--- config.mk ---
export PLATFORM = sky130hd
export DESIGN_NAME = prio_dispatch_4
export DESIGN_NICKNAME = d
export VERILOG_FILES = /design/src/rtl/prio_dispatch_4_pkg.sv /design/src/rtl/prio_dispatch_4_grant_cnt.sv /design/src/rtl/prio_dispatch_4.sv
export SDC_FILE = /design/constraint.sdc
export NUM_CORES = 1
export LEC_CHECK = 0
export ABC_AREA = 0
export BUFFER_PORTS_ARGS = -buffer_cell sky130_fd_sc_hd__clkbuf_2
export CAP_MARGIN = 15
export CORE_MARGIN = 3
export CORE_UTILIZATION = 43
export DETAILED_ROUTE_END_ITERATION = 7
export PLACE_DENSITY_LB_ADDON = 0.3
export SYNTH_ARGS = -nofsm -noshare
export SYNTH_HDL_FRONTEND = slang
export SYNTH_SLANG_ARGS = --single-unit
--- constraint.sdc ---
create_clock -name clk -period 1.3 [get_ports clk]
set_clock_uncertainty 0.15 [all_clocks]
set_input_delay 0.195 -clock clk [delete_from_list [all_inputs] [get_ports clk]]
set_output_delay 0.195 -clock clk [all_outputs]
set_load 0.05 [all_outputs]
--- src/rtl/prio_dispatch_4_pkg.sv ---
// prio_pkg: shared widths and dispatch state encoding for prio_dispatch_4.
package prio_pkg;
    localparam int N_CH  = 4;
    localparam int IDX_W = 2;
    localparam int CNT_W = 8;
    localparam int GAP_W = 4;
    typedef enum logic [1:0] {ST_IDLE, ST_HOLD, ST_GAP} state_t;
endpackage

--- src/rtl/prio_dispatch_4_grant_cnt.sv ---
// prio_grant_cnt: per-channel saturating grant counters with a combinational read mux.
module prio_grant_cnt
    import prio_pkg::*;
(
    input  logic             clk,
    input  logic             rst_n,
    input  logic             inc,
    input  logic [IDX_W-1:0] inc_idx,
    input  logic [IDX_W-1:0] sel,
    output logic [CNT_W-1:0] cnt
);
    logic [CNT_W-1:0] cnts [N_CH];

    always_ff @(posedge clk) begin
        if (!rst_n) begin
            for (int i = 0; i < N_CH; i++) cnts[i] <= '0;
        end else if (inc && cnts[inc_idx] != '1) begin
            cnts[inc_idx] <= cnts[inc_idx] + 1'b1;
        end
    end

    assign cnt = cnts[sel];
endmodule

--- src/rtl/prio_dispatch_4.sv ---
// prio_dispatch_4: registered valid/ready dispatch of the encoder index with clear pulse and refractory gap.
// Optional grant counters are built when PRIO_DISPATCH_CNT_EN is defined.
module prio_dispatch_4
    import prio_pkg::*;
#(
    parameter int GAP = 1
) (
    input  logic             clk,
    input  logic             rst_n,
    input  logic [IDX_W-1:0] req_idx,
    input  logic             req_vld,
    input  logic             out_rdy,
    output logic             out_vld,
    output logic [IDX_W-1:0] out_idx,
    output logic [N_CH-1:0]  clr,
    output logic             busy,
    input  logic [IDX_W-1:0] cnt_sel,
    output logic [CNT_W-1:0] cnt_out
);
    if (GAP < 1 || GAP > 15) begin : g_bad_gap
        $error("prio_dispatch_4: GAP must be within 1..15");
    end

    state_t           state;
    logic [GAP_W-1:0] gap_cnt;
    logic             acc;

    assign acc = state == ST_HOLD && out_rdy;

    always_ff @(posedge clk) begin
        if (!rst_n) begin
            state   <= ST_IDLE;
            out_vld <= 1'b0;
            out_idx <= '0;
            clr     <= '0;
            busy    <= 1'b0;
            gap_cnt <= '0;
        end else begin
            clr <= '0;
            case (state)
                ST_IDLE: if (req_vld) begin
                    out_idx <= req_idx;
                    out_vld <= 1'b1;
                    busy    <= 1'b1;
                    state   <= ST_HOLD;
                end
                ST_HOLD: if (acc) begin
                    out_vld <= 1'b0;
                    clr     <= N_CH'(1) << out_idx;
                    gap_cnt <= GAP_W'(GAP);
                    state   <= ST_GAP;
                end
                ST_GAP: begin
                    gap_cnt <= gap_cnt - 1'b1;
                    if (gap_cnt <= 1) begin
                        busy  <= 1'b0;
                        state <= ST_IDLE;
                    end
                end
                default: state <= ST_IDLE;
            endcase
        end
    end

`ifdef PRIO_DISPATCH_CNT_EN
    prio_grant_cnt u_cnt (
        .clk     (clk),
        .rst_n   (rst_n),
        .inc     (acc),
        .inc_idx (out_idx),
        .sel     (cnt_sel),
        .cnt     (cnt_out)
    );
`else
    logic unused_sel;
    assign unused_sel = ^cnt_sel;
    assign cnt_out    = '0;
`endif
endmodule

==> results of run 1 <==
cells in the final DEF (no fill, tap or decap), drive strengths merged:
cell,count
a21boi,2
clkbuf,14
nand2b,2
a211oi,1
or2b,1
mux2i,3
nand2,2
buf,9
nand4,1
nand3,2
o221ai,1
nor3,2
ha,2
and4,1
and2,1
nor4b,2
inv,4
dfxtp,14
o211ai,1
o21ai,3
nor2b,3
nor4,2
nor3b,3
nor2,1
o31ai,1
a21oi,6
and2b,2
conb,8
nand3b,1
routing by layer:
layer / up-vias / track usage, % / routed length, um
met4: 0 / 1.66 / 8
met5: - / 0 / 0
li1: 293 / - / -
met1: 266 / 18.1 / 606
met3: 2 / 4.60 / 79
met2: 20 / 20.3 / 595
area by class of cell:
| cell class | count | share of cell area, % |
|---|---|---|
| clock buffer | 4 | 4.19 |
| inverter | 4 | 2.02 |
| multi-input combinational | 54 | 44.9 |
| sequential | 14 | 32.9 |
| tap | 16 | 2.31 |
| timing repair buffer | 19 | 13.6 |
registers in the layout, indices dropped and copies added (netlist names):
signal / cells
state: 2
clr: 4
out_vld: 1
gap_cnt: 4
busy: 1
out_idx: 2
through the flow:
| step | worst slack [ps] | std cells | hold WS, ps |
|---|---|---|---|
| 2_1_floorplan | 27.5 | 83 | 200 |
| 6_report | 48.5 | 111 | 32.1 |
| 3_3_place_gp | -3.16 | 107 | 302 |
| 4_1_cts | 3.74 | 111 | 29.4 |
| 3_5_place_dp | -67.8 | 107 | 313 |
| 5_1_grt | 4.83 | 111 | 88.8 |
worst paths after layout:
| kind | startpoint | endpoint | slack (ps) |
|---|---|---|---|
| min reg2reg | out_idx[0] | clr[0] | 320 |
| max reg2reg | state[1] | gap_cnt[2] | 50 |
| min | req_idx[0] | out_idx[0] | 30 |
| max | state[1] | gap_cnt[2] | 50 |
cell families (layout without fill, tap and decap cells):
logic type | count (synthesis) | after routing
compound gates | 15 | 15
mux | 3 | 3
flops | 14 | 14
other cells | 1 | 8
buf+inv | 15 | 27
simple gates | 26 | 26
fa+ha+maj | 2 | 2
power by group:
| group | switching (mW) | internal [mW] | total (mW) |
|---|---|---|---|
| combinational | 0.161 | 0.0794 | 0.241 |
| clock | 0.137 | 0.170 | 0.307 |
| sequential | 0.0253 | 0.453 | 0.478 |
worst reg2reg max path, delay by kind of cell, from the launching register on:
kind / cells / cell delay (ps)
buf+inv: 2 / 280
simple gates: 2 / 380
flops: 1 / 360
cell usage after synthesis:
library cell,instances
sky130_fd_sc_hd__dfxtp_1,14
sky130_fd_sc_hd__buf_4,9
sky130_fd_sc_hd__a21oi_1,6
sky130_fd_sc_hd__inv_1,3
sky130_fd_sc_hd__mux2i_1,3
sky130_fd_sc_hd__nor2b_1,3
sky130_fd_sc_hd__o21ai_0,3
sky130_fd_sc_hd__a21boi_0,2
sky130_fd_sc_hd__and2b_2,2
sky130_fd_sc_hd__ha_1,2
sky130_fd_sc_hd__nand2_1,2
sky130_fd_sc_hd__nand2b_1,2
sky130_fd_sc_hd__nand3_1,2
sky130_fd_sc_hd__nor3_1,2
sky130_fd_sc_hd__nor3b_1,2
sky130_fd_sc_hd__nor4_1,2
sky130_fd_sc_hd__a211oi_2,1
sky130_fd_sc_hd__and2_1,1
sky130_fd_sc_hd__and4_4,1
sky130_fd_sc_hd__buf_6,1
sky130_fd_sc_hd__clkbuf_1,1
sky130_fd_sc_hd__conb_1,1
sky130_fd_sc_hd__inv_4,1
sky130_fd_sc_hd__nand3b_1,1
sky130_fd_sc_hd__nand4_1,1
sky130_fd_sc_hd__nor2_1,1
sky130_fd_sc_hd__nor3b_2,1
sky130_fd_sc_hd__nor4b_1,1
sky130_fd_sc_hd__nor4b_2,1
sky130_fd_sc_hd__o211ai_1,1
sky130_fd_sc_hd__o221ai_1,1
sky130_fd_sc_hd__o31ai_1,1
sky130_fd_sc_hd__or2b_1,1
repair_timing:
action	CTS	global route
resized for setup	4	13
setup endpoints to repair	4	8
hold buffers	0	0
pin swaps	0	1
==> load_flow_metrics.sql, run 1 <==
INSERT INTO impl_metrics (metric_group, metric, value, unit) VALUES
('flow_run', 'max_cap_viol_count', '0', ''),
('layout', 'diodes', '0', ''),
('yosys', 'netlist_instances', '76', ''),
('critical_path', 'critical_path.cell_chain', 'buf_4 > buf_4 > and4_4 > nor4b_2', ''),
('status', 'status', 'completed', ''),
('route', 'totalWireLength', '1.29', 'mm'),
('critical_path', 'critPathCaptureType', 'flop', ''),
('floorplan', 'fp.dieW', '46.9', 'um'),
('pwr', 'p_per_area', '1180', 'mW/mm^2'),
('yosys', 'post_synth_fa_ha_maj_area_fraction', '3.48', '%'),
('pwr', 'power.total', '1.03', 'mW'),
('critical_path', 'timing.reg2reg.worst_path_depth', '4', ''),
('global_routing', 'globalRoute.totalOverflow', '0', ''),
('critical_path', 'cp.buffers_inverters', '2', ''),
('floorplan', 'core_area', '0.00154', 'mm^2'),
('floorplan', 'initial_utilization', '46.6', '%'),
('floorplan', 'placementRows', '14', ''),
('yosys', 'synthXorXnorAreaFrac', '0', '%'),
('critical_path', 'startpoint_type', 'flop', ''),
('floorplan', 'io_pins', '24', ''),
('route', 'number_of_remaining_drc_errors', '0', ''),
('critical_path', 'worst_path_largest_cell_delay', '360', 'ps'),
('critical_path', 'setup.worst_path.class', 'flop to flop', ''),
('critical_path', 'worstPathMaxFanout', '6', ''),
('route', 'firstDrtPassIters', '4', ''),
('cts', 'cts_sinks', '14', ''),
('cts', 'cts.repair_timing.setup_buffer_count', '0', ''),
('layout', 'sequential_cell_area', '285', 'um^2'),
('yosys', 'mappedNetlistArea', '718', 'um^2'),
('global_routing', 'grt_util_all_layers', '13.1', '%'),
('placement', 'postPlaceCellArea', '792', 'um^2'),
('sta', 'grt_setup_unrepaired', 'no', ''),
('yosys', 'synth_compound_area_share', '13.4', '%'),
('cts', 'clk_root_buffer_cell', 'sky130_fd_sc_hd__clkbuf_4', ''),
('min_path', 'holdPathStages', '3', ''),
('route', 'dr_total_vias', '581', ''),
('pwr', 'power_leakage', '0.365', 'nW'),
('yosys', 'number_of_distinct_library_cells_after_synthesis', '33', ''),
('placement', 'buffer_ports.inserted', '13', ''),
('sta', 'slew_viol_final', '0', ''),
('sta', 'layout_min_cycle_time', '1250', 'ps'),
('layout', 'fin_nets', '106', ''),
('global_routing', 'grt_first_pass_wirelength', '2.12', 'mm'),
('critical_path', 'path_depth', '4', ''),
('sta', 'timing.final.hold_violations', '0', ''),
('floorplan', 'floorplan.die.height', '46.9', 'um'),
('layout', 'final_core_utilization', '56.2', '%'),
('yosys', 'synth-seq-area-share', '39.0', '%'),
('yosys', 'synth_top_family_by_area', 'simple AND/OR/NAND/NOR gates', ''),
('sta', 'timing.fmax', '0.799', 'GHz'),
('route', 'drtAntennaViolNets', '0', ''),
('layout', 'non_filler_cell_area_final', '866', 'um^2'),
('layout', 'fillers', '139', ''),
('critical_path', 'cp.arrival', '1290', 'ps'),
('layout', 'multi_input_comb_area', '389', 'um^2'),
('yosys', 'synth_top_area_share', '39.0', '%'),
('sta', 'setup_total_negative_slack', '0', 'ps'),
('yosys', 'postSynthRegisterBits', '14', ''),
('sta', 'final_min_period_over_clock_period', '96.3', '%'),
('global_routing', 'grt_max_degree', '14', ''),
('layout', 'post_route_cells_drive_above_1_share', '40.0', '%'),
('global_routing', 'grt_pass1_vias', '505', ''),
('cts', 'cts.path.max_buffers', '2', ''),
('yosys', 'yosys.area.top_type', 'sky130_fd_sc_hd__dfxtp_1', ''),
('floorplan', 'fp.dieArea', '0.00220', 'mm^2'),
('route', 'viasPerCell', '5.23', ''),
('critical_path', 'worst_path_max_delay_cell', 'sky130_fd_sc_hd__dfxtp_1', ''),
('yosys', 'syn-mean-instance-area', '9.45', 'um^2'),
('yosys', 'synthSimpleGateAreaFrac', '25.4', '%'),
('sta', 'setup-violations-final', '0', ''),
('cts', 'cts_inserted_buffers', '3', '');
Note: power is estimated with default switching activity, not from simulation.
==> run 2, diff against run 1 <==
--- a/config.mk
+++ b/config.mk
@@ -11,7 +11,7 @@
 export CORE_MARGIN = 3
 export CORE_UTILIZATION = 43
 export DETAILED_ROUTE_END_ITERATION = 7
-export PLACE_DENSITY_LB_ADDON = 0.3
+export PLACE_DENSITY_LB_ADDON = 0.2
 export SYNTH_ARGS = -nofsm -noshare
 export SYNTH_HDL_FRONTEND = slang
 export SYNTH_SLANG_ARGS = --single-unit
==> load_flow_metrics.sql, run 2 (synthesis gave the netlist of run 1 again) <==
INSERT INTO impl_metrics (metric_group, metric, value, unit) VALUES
('status', 'status', 'completed', ''),
('critical_path', 'rr_endpoint', 'gap_cnt[2]', ''),
('placement', 'hpwl', '1.01', 'mm'),
('pwr', 'p_per_area', '1130', 'mW/mm^2'),
('placement', 'place.gp.congestion', '0.790', ''),
('critical_path', 'setup.worst_path.class', 'flop to output pin', ''),
('route', 'dr_total_vias', '576', ''),
('sta', 'final_min_period_over_clock_period', '97.2', '%'),
('cts', 'clock_insertion_delay_worst_skew', '270', 'ps'),
('pwr', 'switchingPower', '318', 'uW'),
('pwr', 'power.clock.fraction', '24.7', '%'),
('pwr', 'peak_supply_drop', '557', 'uV'),
('critical_path', 'timing.rr.start', 'gap_cnt[0]', ''),
('layout', 'diodes', '0', ''),
('pwr', 'pwr-share-comb', '25.2', '%'),
('layout', 'fillers', '151', ''),
('route', 'drtAntennaViolNets', '0', ''),
('layout', 'layout.cells.most_common', 'sky130_fd_sc_hd__dfxtp_1', ''),
('global_routing', 'grt_first_pass_wirelength', '2.19', 'mm'),
('pwr', 'net_switching_share_of_the_total_power', '33.1', '%'),
('pwr', 'p_seq_share', '50.1', '%'),
('sta', 'slew_viol_final', '0', ''),
('floorplan', 'fp.dieW', '46.9', 'um'),
('layout', 'sequential_cell_area', '283', 'um^2'),
('critical_path', 'timing.critical_path.max_delay_family', 'flip-flops', ''),
('critical_path', 'worst_path_max_delay_cell', 'sky130_fd_sc_hd__dfxtp_1', ''),
('route', 'totalWireLength', '1.38', 'mm'),
('layout', 'layout.cells.most_common_list', 'sky130_fd_sc_hd__dfxtp_1, sky130_fd_sc_hd__clkbuf_2, sky130_fd_sc_hd__conb_1', ''),
('global_routing', 'grt_max_degree', '14', ''),
('critical_path', 'critical_path_required', '950', 'ps'),
('floorplan', 'placementRows', '14', ''),
('layout', 'post_route_cells_drive_above_1_share', '37.2', '%'),
('floorplan', 'io_pins', '24', ''),
('pwr', 'power.total', '959', 'uW'),
('cts', 'cts.repair_timing.setup_buffer_count', '0', ''),
('layout', 'final_core_utilization', '55.2', '%'),
('critical_path', 'critical_path.cell_chain', 'clkbuf_8', ''),
('critical_path', 'worst_path_largest_cell_delay', '420', 'ps'),
('sta', 'timing.final.hold_violations', '0', ''),
('critical_path', 'startpoint_type', 'flop', ''),
('min_path', 'worst_hold_path_type', 'input port to flop', ''),
('layout', 'multi_input_comb_area', '380', 'um^2'),
('placement', 'buffer_ports.inserted', '13', ''),
('floorplan', 'core_area', '0.00154', 'mm^2'),
('sta', 'grt_setup_unrepaired', 'yes', ''),
('cts', 'cts.reportedPaths.clkPinSlew', '80', 'ps'),
('floorplan', 'floorplan.die.height', '46.9', 'um'),
('critical_path', 'critPathCaptureType', 'output pin', ''),
('global_routing', 'grt_util_all_layers', '14.3', '%'),
('min_path', 'holdPathStages', '3', ''),
('cts', 'cts_inserted_buffers', '3', ''),
('placement', 'postPlaceCellArea', '792', 'um^2'),
('global_routing', 'grt_pass1_vias', '507', ''),
('layout', 'area.growth.synth_to_final', '18.5', '%'),
('pwr', 'p_int', '641', 'uW'),
('layout', 'non_filler_cell_area_final', '851', 'um^2'),
('floorplan', 'fp.dieArea', '0.00220', 'mm^2'),
('route', 'drt-initial-drc-count', '9', ''),
('route', 'post_drt_wl_per_cell', '12.5', 'um'),
('min_path', 'hold_start', 'req_idx[0]', ''),
('sta', 'timing.fmax', '0.791', 'GHz'),
('critical_path', 'cp.buffers_inverters', '1', ''),
('layout', 'reg.largest.list', 'clr (4), gap_cnt (4)', ''),
('sta', 'worst_slack', '36.0', 'ps'),
('critical_path', 'cp.arrival', '920', 'ps'),
('min_path', 'min_delay_worst_endpoint', 'out_idx[0]', ''),
('cts', 'clock_tree.htree_level_count', '1', ''),
('critical_path', 'worstPathMaxFanout', '5', ''),
('pwr', 'power_leakage', '0.359', 'nW'),
('global_routing', 'globalRoute.totalOverflow', '0', ''),
('global_routing', 'grt_antenna_before_repair', '0', ''),
('sta', 'setup-violations-final', '0', ''),
('sta', 'layout_min_cycle_time', '1260', 'ps'),
('cts', 'cts_sinks', '14', ''),
('placement', 'place.detailed.instances', '107', ''),
('layout', 'filler_free_cell_count_of_the_finished_design', '110', ''),
('critical_path', 'setup.reg_to_reg.worst_slack', '60', 'ps'),
('placement', 'preCtsSetupSlack', '-60.8', 'ps'),
('cts', 'clk_root_buffer_cell', 'sky130_fd_sc_hd__clkbuf_4', ''),
('route', 'viasPerCell', '5.24', ''),
('route', 'firstDrtPassIters', '4', ''),
('critical_path', 'timing.reg2reg.worst_path_depth', '4', ''),
('cts', 'tritoncts', 'built', ''),
('cts', 'cts.path.max_buffers', '2', ''),
('layout', 'fin_nets', '106', ''),
('route', 'number_of_remaining_drc_errors', '0', ''),
('flow_run', 'max_cap_viol_count', '0', ''),
('floorplan', 'initial_utilization', '46.6', '%');
## run 2: cell type report
class	count	area share, %
well taps	16	2.35
inverters	4	2.06
clock buffers	3	2.65
repair buffers	19	15.0
multi-input cells	54	44.7
flip-flops and latches	14	33.2
## run 2: worst max path at each step
stage,startpoint,endpoint,slack (ps),cells after the start
floorplan,gap_cnt[0],gap_cnt[2],30,4
global placement,state[0],gap_cnt[3],2,3
detailed placement,state[0],gap_cnt[3],-60,3
CTS,out_idx[1],out_idx[1],2,1
global route,state[0],out_idx[0],-10,3
finish,out_idx[0],out_idx[0],40,1
## run 2: power by group through the flow
stage | Combinational [mW] | Clock, mW | Sequential [mW]
6_report | 0.242 | 0.237 | 0.480
3_5_place_dp | 0.227 | 0 | 0.487
3_3_place_gp | 0.223 | 0 | 0.486
4_1_cts | 0.233 | 0.252 | 0.480
5_1_grt | 0.261 | 0.273 | 0.485
2_1_floorplan | 0.160 | 0 | 0.522
## run 2: what timing repair did
action,4_1_cts,5_1_grt
resized for setup,6,9
pin swaps,0,1
hold buffers,0,0
endpoints found under the setup margin,6,10
## run 2: routing by layer
metal / global-route usage, % / share of wire (%) / vias up
met4: 3.31 / 0 / 0
met1: 18.5 / 44 / 269
met5: 0 / 0 / -
met3: 7.66 / 6.0 / 0
li1: - / - / 293
met2: 20.9 / 50 / 14
## run 2: stage by stage
step                TNS (ps)  hold slack [ps]
global placement           0              303
global route           -28.4             89.7
floorplan                  0              200
CTS                        0             25.6
detailed placement     -60.8              313
finish                     0             36.7
==> run 3, diff against run 2 <==
--- a/config.mk
+++ b/config.mk
@@ -11,7 +11,9 @@
 export CORE_MARGIN = 3
 export CORE_UTILIZATION = 43
 export DETAILED_ROUTE_END_ITERATION = 7
+export GPL_TIMING_DRIVEN = 0
 export PLACE_DENSITY_LB_ADDON = 0.2
 export SYNTH_ARGS = -nofsm -noshare
 export SYNTH_HDL_FRONTEND = slang
+export SYNTH_HIERARCHICAL = 1
 export SYNTH_SLANG_ARGS = --single-unit
==> load_flow_metrics.sql, run 3 <==
INSERT INTO impl_metrics (metric_group, metric, value, unit) VALUES
('layout', 'area.growth.synth_to_final', '31.9', '%'),
('layout', 'reg.largest.list', 'clr (4), gap_cnt (4)', ''),
('critical_path', 'worst_setup_path_startpoint', 'gap_cnt[0]', ''),
('status', 'status', 'completed', ''),
('floorplan', 'floorplan.die.height', '46.9', 'um'),
('cts', 'tritoncts', 'built', ''),
('route', 'drtAntennaViolNets', '0', ''),
('floorplan', 'core_area', '0.00154', 'mm^2'),
('cts', 'clock_tree.htree_level_count', '1', ''),
('sta', 'layout_min_cycle_time', '1250', 'ps'),
('cts', 'cts.path.max_buffers', '2', ''),
('pwr', 'peak_supply_drop', '735', 'uV'),
('yosys', 'synth_top_area_share', '39.0', '%'),
('min_path', 'hold_start', 'req_idx[0]', ''),
('critical_path', 'cp.buffers_inverters', '1', ''),
('floorplan', 'placementRows', '14', ''),
('sta', 'slew_viol_final', '0', ''),
('route', 'viasPerCell', '5.12', ''),
('placement', 'hpwl', '980', 'um'),
('sta', 'worst_slack', '54.8', 'ps'),
('yosys', 'share_of_flip_flops_with_an_asynchronous_set_or_reset', '0', '%'),
('sta', 'final_min_period_over_clock_period', '95.8', '%'),
('route', 'firstDrtPassIters', '6', ''),
('critical_path', 'worstPathMaxFanout', '6', ''),
('critical_path', 'critPathCaptureType', 'flop', ''),
('sta', 'timing.final.hold_violations', '0', ''),
('cts', 'clock_insertion_delay_worst_skew', '280', 'ps'),
('yosys', 'synthMostInstantiatedCell', 'sky130_fd_sc_hd__dfxtp_1', ''),
('pwr', 'power.total', '1.07', 'mW'),
('critical_path', 'timing.critical_path.max_delay_family', 'simple AND/OR/NAND/NOR gates', ''),
('layout', 'fin_nets', '113', ''),
('pwr', 'pwr-share-comb', '25.4', '%'),
('global_routing', 'grt_pass1_vias', '512', ''),
('yosys', 'netlist_instances', '76', ''),
('floorplan', 'fp.dieW', '46.9', 'um'),
('sta', 'timing.fmax', '0.803', 'GHz'),
('yosys', 'leading_register_cell_type_out_of_synthesis', 'sky130_fd_sc_hd__dfxtp_1', ''),
('yosys', 'synthXorXnorAreaFrac', '0', '%'),
('route', 'drt-initial-drc-count', '7', ''),
('global_routing', 'grt_antenna_before_repair', '0', ''),
('route', 'dr_total_vias', '604', ''),
('pwr', 'p_per_area', '1130', 'mW/mm^2'),
('critical_path', 'worst_path_max_delay_cell', 'sky130_fd_sc_hd__dfxtp_4', ''),
('route', 'number_of_remaining_drc_errors', '0', ''),
('yosys', 'yosys_warnings', '6', ''),
('layout', 'diodes', '0', ''),
('min_path', 'worst_hold_path_type', 'input port to flop', ''),
('yosys', 'syn-mean-instance-area', '9.45', 'um^2'),
('cts', 'cts_inserted_buffers', '3', ''),
('pwr', 'p_int', '728', 'uW'),
('cts', 'clk_root_buffer_cell', 'sky130_fd_sc_hd__clkbuf_4', ''),
('yosys', 'synth_mux_area_share', '4.18', '%'),
('sta', 'setup-violations-final', '0', ''),
('placement', 'buffer_ports.inserted', '13', ''),
('layout', 'layout.cells.most_common_list', 'sky130_fd_sc_hd__buf_4, sky130_fd_sc_hd__clkbuf_2, sky130_fd_sc_hd__conb_1, sky130_fd_sc_hd__dfxtp_1, sky130_fd_sc_hd__a21oi_1', ''),
('pwr', 'power_leakage', '0.412', 'nW'),
('layout', 'post_route_cells_drive_above_1_share', '47.1', '%'),
('critical_path', 'rr_endpoint', 'gap_cnt[2]', ''),
('cts', 'post_cts_hold_buffer_count', '0', ''),
('route', 'totalWireLength', '1.38', 'mm'),
('placement', 'preCtsSetupSlack', '-50.0', 'ps'),
('global_routing', 'globalRoute.totalOverflow', '0', ''),
('floorplan', 'io_pins', '24', ''),
('global_routing', 'grt_first_pass_wirelength', '2.23', 'mm'),
('global_routing', 'grt_max_degree', '11', ''),
('cts', 'cts_sinks', '14', ''),
('yosys', 'synth.top_cells.by_area', 'sky130_fd_sc_hd__dfxtp_1, sky130_fd_sc_hd__buf_4, sky130_fd_sc_hd__a21oi_1', ''),
('layout', 'filler_free_cell_count_of_the_finished_design', '118', ''),
('yosys', 'yosys.area.top_type', 'sky130_fd_sc_hd__dfxtp_1', ''),
('pwr', 'p_seq_share', '45.1', '%'),
('pwr', 'net_switching_share_of_the_total_power', '31.8', '%'),
('yosys', 'number_of_enable_type_register_cells_in_the_synthesized_netlist', '0', ''),
('critical_path', 'timing.reg2reg.worst_path_depth', '4', ''),
('critical_path', 'critical_path_required', '1350', 'ps'),
('min_path', 'holdPathStages', '3', ''),
('global_routing', 'grt_util_all_layers', '14.5', '%'),
('floorplan', 'initial_utilization', '46.6', '%'),
('yosys', 'yosys-top-cells-count', 'sky130_fd_sc_hd__dfxtp_1, sky130_fd_sc_hd__buf_4, sky130_fd_sc_hd__a21oi_1', ''),
('yosys', 'post_synth_fa_ha_maj_area_fraction', '3.48', '%'),
('cts', 'cts.reportedPaths.clkPinSlew', '90', 'ps'),
('pwr', 'power.clock.fraction', '29.5', '%'),
('flow_run', 'max_cap_viol_count', '0', ''),
('yosys', 'synth_compound_area_share', '13.4', '%'),
('floorplan', 'fp.dieArea', '0.00220', 'mm^2'),
('yosys', 'number_of_distinct_library_cells_after_synthesis', '33', ''),
('yosys', 'synth-seq-area-share', '39.0', '%'),
('layout', 'non_filler_cell_area_final', '947', 'um^2'),
('yosys', 'synth_top_family_by_area', 'simple AND/OR/NAND/NOR gates', ''),
('route', 'post_drt_wl_per_cell', '11.7', 'um'),
('min_path', 'min_delay_worst_endpoint', 'out_idx[0]', ''),
('sta', 'setup_total_negative_slack', '0', 'ps'),
('yosys', 'postSynthRegisterBits', '14', ''),
('yosys', 'synthSimpleGateAreaFrac', '25.4', '%'),
('critical_path', 'startpoint_type', 'flop', ''),
('critical_path', 'setup.reg_to_reg.worst_slack', '50', 'ps'),
('yosys', 'mappedNetlistArea', '718', 'um^2'),
('critical_path', 'setup.worst_path.class', 'flop to flop', ''),
('critical_path', 'timing.rr.start', 'gap_cnt[0]', ''),
('critical_path', 'critical_path.cell_chain', 'inv_4 > ha_4 > and4_4 > nor4b_2', ''),
('placement', 'place.detailed.instances', '112', ''),
('placement', 'place.gp.congestion', '0.747', ''),
('critical_path', 'cp.arrival', '1300', 'ps'),
('pwr', 'switchingPower', '339', 'uW'),
('critical_path', 'worst_path_largest_cell_delay', '410', 'ps'),
('placement', 'postPlaceCellArea', '830', 'um^2'),
('layout', 'layout.cells.most_common', 'sky130_fd_sc_hd__buf_4', '');
## run 3: cell types whose count changed in the layout (fill, tap and decap cells not counted), sizes merged
cell    change
clkbuf      +2
buf         +6
## run 3: how the worst max path moves through the flow
stage	slack, ps	depth (start not counted)	to
after global routing	-4	5	state[1]
after floorplan	30	4	gap_cnt[2]
after detailed placement	-50	4	gap_cnt[2]
after CTS	6	4	gap_cnt[2]
final	50	4	gap_cnt[2]
after global placement	-20	4	gap_cnt[2]
## run 3: cells by family (layout without fill, tap and decap cells)
| kind of cell | after synthesis | after routing |
|---|---|---|
| simple gates | 26 | 26 |
| compound gates | 15 | 15 |
| buf+inv | 15 | 34 |
| flops | 14 | 14 |
| mux | 3 | 3 |
| fa+ha+maj | 2 | 2 |
| other cells | 1 | 8 |
## run 3: metal layers
metal  global-route usage (%)  share of wire (%)  vias to the layer above
met5                        0                  0                        -
met4                     4.97               0.65                        0
met3                     5.75                8.5                        2
met2                     22.2                 49                       26
met1                     18.5                 42                      273
li1                         -                  -                      303
## run 3: worst register-to-register path, cell delays in order (launching register included)
cell                      delay [ps]
sky130_fd_sc_hd__dfxtp_4         410
sky130_fd_sc_hd__inv_4            40
sky130_fd_sc_hd__ha_4            160
sky130_fd_sc_hd__and4_4          180
sky130_fd_sc_hd__nor4b_2         230
## run 3: layout make-up
cell class                 instances  area, um^2
tap                               16        20.0
fill                             149         594
timing repair buffer              15        97.6
multi-input combinational         54         398
buffer                            11        82.6
clock buffer                       4        36.3
inverter                           4        22.5
sequential                        14         290
## run 3: stage by stage
stage	utilization (%)	hold WS, ps
after floorplan	-	200
after global placement	53.8	302
after detailed placement	53.8	325
after CTS	57.6	22.8
after global routing	61.4	57.0
final	61.4	27.2
## run 3: power groups by stage
stage	sequential, mW	clock (mW)	combinational [mW]
after floorplan	0.522	0	0.160
after global placement	0.483	0	0.239
after detailed placement	0.485	0	0.241
after CTS	0.476	0.327	0.248
after global routing	0.485	0.346	0.295
final	0.481	0.314	0.271
## run 3: repair_timing
item	4_1_cts	5_1_grt
endpoints found under the setup margin	4	9
hold endpoints to repair	0	0
gates resized for setup	7	16
gates cloned	0	0
buffers inserted	0	2
pin swaps	0	3
